[src/rtl/gf180mcu_fd_sc_mcu7t5v0__dlysync.sv]
`default_nettype none
// =============================================================================
// Module   : gf180mcu_fd_sc_mcu7t5v0__dlysync
// Brief    : Tapped delay line with run-time tap select and a fill-valid flag.
//            Define GF180MCU_FD_SC_MCU7T5V0__DLYSYNC_BYPASS_EN for a zero-latency tap 0.
// Revision : 1.0 - initial release
// =============================================================================
module gf180mcu_fd_sc_mcu7t5v0__dlysync #(
    parameter int WIDTH = 1,
    parameter int DEPTH = 8
) (
    input  logic                     CLK,
    input  logic                     RN,
    input  logic                     EN,
    input  logic                     LD,
    input  logic [$clog2(DEPTH)-1:0] SEL,
    input  logic [WIDTH-1:0]         I,
    output logic [WIDTH-1:0]         Z,
    output logic                     VLD
);

    localparam int SW = $clog2(DEPTH);
    localparam int CW = $clog2(DEPTH + 1);
    localparam logic [SW-1:0] C_MAX_TAP = SW'(DEPTH - 1);
    localparam logic [CW-1:0] C_FULL    = CW'(DEPTH);

    logic [WIDTH-1:0] r_stage [DEPTH];
    logic [SW-1:0]    r_tap;
    logic [CW-1:0]    r_cnt;
    logic [SW-1:0]    w_sel_clamped;
    logic [WIDTH-1:0] w_z;
    logic             w_vld;

    always_ff @(posedge CLK or negedge RN) begin
        if (!RN) begin
            for (int k = 0; k < DEPTH; k++) begin
                r_stage[k] <= '0;
            end
        end else if (EN) begin
            r_stage[0] <= I;
            for (int k = 1; k < DEPTH; k++) begin
                r_stage[k] <= r_stage[k-1];
            end
        end
    end

    always_comb begin
        w_sel_clamped = SEL;
        if (SEL > C_MAX_TAP) begin
            w_sel_clamped = C_MAX_TAP;
        end
    end

    // A load restarts the fill count even when it coincides with a shift.
    always_ff @(posedge CLK or negedge RN) begin
        if (!RN) begin
            r_tap <= '0;
            r_cnt <= '0;
        end else if (LD) begin
            r_tap <= w_sel_clamped;
            r_cnt <= '0;
        end else if (EN && (r_cnt != C_FULL)) begin
            r_cnt <= r_cnt + CW'(1);
        end
    end

`ifdef GF180MCU_FD_SC_MCU7T5V0__DLYSYNC_BYPASS_EN
    // Tap 0 is a wire from I; taps n>=1 read stage n-1.
    always_comb begin
        w_z   = '0;
        w_vld = 1'b0;
        if (r_tap == '0) begin
            w_z   = RN ? I : '0;
            w_vld = RN;
        end else begin
            w_z   = r_stage[r_tap - SW'(1)];
            w_vld = (r_cnt >= CW'(r_tap));
        end
    end
`else
    always_comb begin
        w_z   = r_stage[r_tap];
        w_vld = (r_cnt >= (CW'(r_tap) + CW'(1)));
    end
`endif

    assign Z   = w_z;
    assign VLD = w_vld;

endmodule
`default_nettype wire

[config.mk]
export PLATFORM = sky130hd
export DESIGN_NAME = gf180mcu_fd_sc_mcu7t5v0__dlysync
export DESIGN_NICKNAME = d
export VERILOG_FILES = /design/src/rtl/gf180mcu_fd_sc_mcu7t5v0__dlysync.sv
export SDC_FILE = /design/constraint.sdc
export NUM_CORES = 1
export LEC_CHECK = 0
export CELL_PAD_IN_SITES_DETAIL_PLACEMENT = 0
export CELL_PAD_IN_SITES_GLOBAL_PLACEMENT = 1
export CORE_MARGIN = 10
export CORE_UTILIZATION = 35
export DETAILED_ROUTE_END_ITERATION = 8
export GPL_TIMING_DRIVEN = 0
export PLACE_DENSITY_LB_ADDON = 0.05
export SLEW_MARGIN = 20
export SYNTH_ARGS = -nofsm -noshare
export SYNTH_HDL_FRONTEND = slang
export SYNTH_SLANG_ARGS = --single-unit
[constraint.sdc]
create_clock -name CLK -period 3.07 [get_ports CLK]
set_clock_uncertainty 0.2 [all_clocks]
set_input_delay 0.4605 -clock CLK [delete_from_list [all_inputs] [get_ports CLK]]
set_output_delay 0.4605 -clock CLK [all_outputs]
set_load 0.01 [all_outputs]
==> results by group <==
Yosys
  • Top_reg_cell synth: sky130_fd_sc_hd__dfrtp_1
  • Count of mapped cells out of synthesis: 67
  • Net Count, Synth: between 80 and 90
  • Most frequent cell after synthesis: sky130_fd_sc_hd__dfrtp_1
  • Top cells by instance count after synthesis: 15 x sky130_fd_sc_hd__dfrtp_1, 11 x sky130_fd_sc_hd__mux2_2, 8 x sky130_fd_sc_hd__nand2_1
  • Post-Syn Area: about 800 sq um
  • Mean post-synth cell area: 12.0 sq um
  • Cells taking the most area after synthesis: sky130_fd_sc_hd__dfrtp_1 47%, sky130_fd_sc_hd__mux2_2 15%, sky130_fd_sc_hd__ha_1 11%
  • Total of flip-flops plus latches after synthesis: 15
  • Share of async-settable or async-resettable flops after synthesis: 100%
  • Synthesis Warnings: 0
  • Post-synth top area share: 46.7%
  • Number of enable-type register cells in the synthesized netlist: 0
  • Distinct cells, synth: 18
  • Top cell type by total area after synthesis: sky130_fd_sc_hd__dfrtp_1
  • Share of synthesized area occupied by flip-flops and latches: 46.7%

Clock tree
  • Post-CTS Setup Repair Bufs: 0
  • Clock network latency to the later pin of the worst-skew pair: 0.29 ns
  • Clock buffers created by TritonCTS: 3
  • Maximum buffer depth of the clock tree: 2
  • Quantity of gates resized following cts: 0
  • Total of hold buffers inserted after clock tree synthesis: 0
  • CTS H-Tree Depth: 1
  • TritonCTS clock tree: done
  • Worst-path clk slew: 0.09 ns
  • Number of clock sinks: 15
  • CTS Root Buffer Type: sky130_fd_sc_hd__clkbuf_4

Floorplan
  • Core Region: 0.00219 sq mm
  • Boundary pin count: 10
  • Placement Rows: 17
  • Effective utilization at floorplan: between 30% and 40%
  • Die Height: 67.9 um
  • Die span in x: 67.9 um
  • Total die area: 0.00462 sq mm

Detailed routing
  • Wire length per cell after detailed routing: 13.5 um
  • Average via count per standard cell: 4.99
  • DR vias: 534
  • Number of DRC markers after the initial detailed-route iteration: 15
  • Number of search-and-repair iterations in the first detailed-routing pass: 3
  • Wire length after detailed routing: between 1000 and 1500 um
  • Drt drc: 0
  • Routed Antenna Nets: 0

Timing
  • Fmax: ~360 MHz
  • Least-Margin Pin Slew: about 0.67 ns
  • Relative max-transition margin: 55.5%
  • Total count of hold-check failures in the final report: 0
  • Share of the cycle needed by the critical path after routing: between 80% and 90%
  • Unrepaired setup endpoints after global routing: no
  • Clock period minus final worst setup slack: between 2 and 3 ns
  • Setup violations, final: 0
  • Setup TNS: 0 ns
  • Max-slew violations: 0
  • Hold WS: 0.254 ns

Finish
  • Area Overhead vs Synth: 17.6%
  • Antenna diode count: 0
  • Number of filler cells placed in the layout: 225
  • Fraction of final layout cells sized beyond drive strength 1: 21.5%
  • Final layout net count: 95

Worst setup path
  • Worst Path Class, Setup: flop to output port
  • Kind of start point of the critical path: flop
  • Largest incremental delay on the critical path: 0.56 ns
  • Crit-path leading delay family: buffers and inverters
  • Critical Path RT: 2.41 ns
  • List of cells traversed by the critical path: ha_1, inv_1, ha_1, a21oi_1, o21ai_0, clkdlybuf4s50_1
  • Kind of end point of the critical path: output port
  • Crit-path max FO: 5
  • CP bufs+invs: 2
  • Cell with the most instances on the worst path: sky130_fd_sc_hd__ha_1
  • Arrival time reported for the critical path endpoint: 2.08 ns
  • Cell with the largest stage delay on the worst path: sky130_fd_sc_hd__clkdlybuf4s50_1

Pwr
  • Total power: 0.489 mW
  • Leakage: 0.424 nW
  • Worst vdd rail ir drop: between 0.2 and 0.3 mV
  • Power Dens Cells: 517 mW/mm^2

Min path
  • Type of the tightest min-delay check: primary input to flop

Global routing
  • GRT Residual Overflow: 0
  • Largest net degree at the start of global routing: 16
  • Number of antenna violations at the first check in global routing: 0
  • Vias in the first global route: 592
  • Global-route wire length before repair: around 2800 um
  • Total global-route track usage: 8.17%

Placed design
  • Post-detail-place hpwl: 1130 um
  • Gpl congestion: 0.618
  • Port bufs: 8

Job
  • Maxcap violations: 0

Run status
  • Status: complete, no violations
## power by group
part	switching (mW)	internal [mW]	total, mW
registers	0.0284	0.232	0.260
clock network	0.0633	0.0505	0.114
logic	0.0416	0.0736	0.115
total	0.133	0.356	0.489
## cells by family (layout without fill, tap and decap cells)
logic type | count (synthesis) | after routing | synth area share [%]
adder cells (fa/ha/maj) | 7 | 7 | 10.9
AND/OR/NAND/NOR | 17 | 17 | 9.95
XOR/XNOR | 2 | 2 | 2.18
multiplexers | 14 | 14 | 23.2
AO/OA/AOI/OAI | 6 | 6 | 4.04
buffers and inverters | 6 | 18 | 3.11
flip-flops | 15 | 15 | 46.7
## placed cells by master, fill, tap and decap left out, drive strengths merged
| cell type | instances |
|---|---|
| o21ai | 2 |
| mux2i | 1 |
| xnor2 | 1 |
| clkbuf | 4 |
| inv | 4 |
| nand4 | 1 |
| or3b | 1 |
| nand2b | 3 |
| nand2 | 8 |
| mux4 | 2 |
| xor2 | 1 |
| o21a | 1 |
| nand3 | 1 |
| ha | 7 |
| clkdlybuf4s50 | 8 |
| a21oi | 3 |
| nor2 | 3 |
| dfrtp | 15 |
| buf | 2 |
| mux2 | 11 |
## path summary, 6_finish.rpt
| path | slack (ns) | from | cells past startpoint | to |
|---|---|---|---|---|
| setup reg to reg | 1.46 | r_cnt[0] | 5 | r_cnt[2] |
| hold / removal | 0.25 | LD | 2 | r_cnt[2] |
| max in group asynchronous | 1.87 | RN | 1 | r_stage[6] |
| min in group asynchronous | 0.37 | RN | 1 | r_stage[0] |
| setup / recovery | 0.33 | r_tap[1] | 6 | VLD |
| hold reg to reg | 0.33 | r_stage[4] | 1 | r_stage[4] |
## layout make-up
class	instances	area, sq um	area share, %
Buffer	2	10.0	1.06
Clock buffer	4	26.3	2.78
Inverter	4	15.0	1.59
Multi-Input combinational cell	46	404	42.7
Sequential cell	15	375	39.7
Tap cell	28	35.0	3.70
Timing Repair Buffer	8	80.1	8.47
## state kept, by name, summed over array words and instances, names as in the netlist
signal / count
r_cnt: 4
r_tap: 3
r_stage: 8
## layer usage
metal | vias to the layer above | track usage (%) | wire length (um)
li1 | 258 | - | -
met5 | - | 0 | 0
met1 | 261 | 9.31 | 666
met2 | 11 | 12.4 | 644
met4 | 0 | 3.02 | 18
met3 | 4 | 4.73 | 116
## metrics by stage
stage          instance area (sq um)  std cells  setup WS (ns)  utilization (%)
2_1_floorplan                    805         67           1.11                -
3_3_place_gp                     920        103          0.612             42.0
3_5_place_dp                     920        103          0.613             42.0
4_1_cts                          946        107          0.280             43.2
5_1_grt                          946        107          0.122             43.2
6_report                         946        107          0.327             43.2
Note: power is estimated with default switching activity, not from simulation.
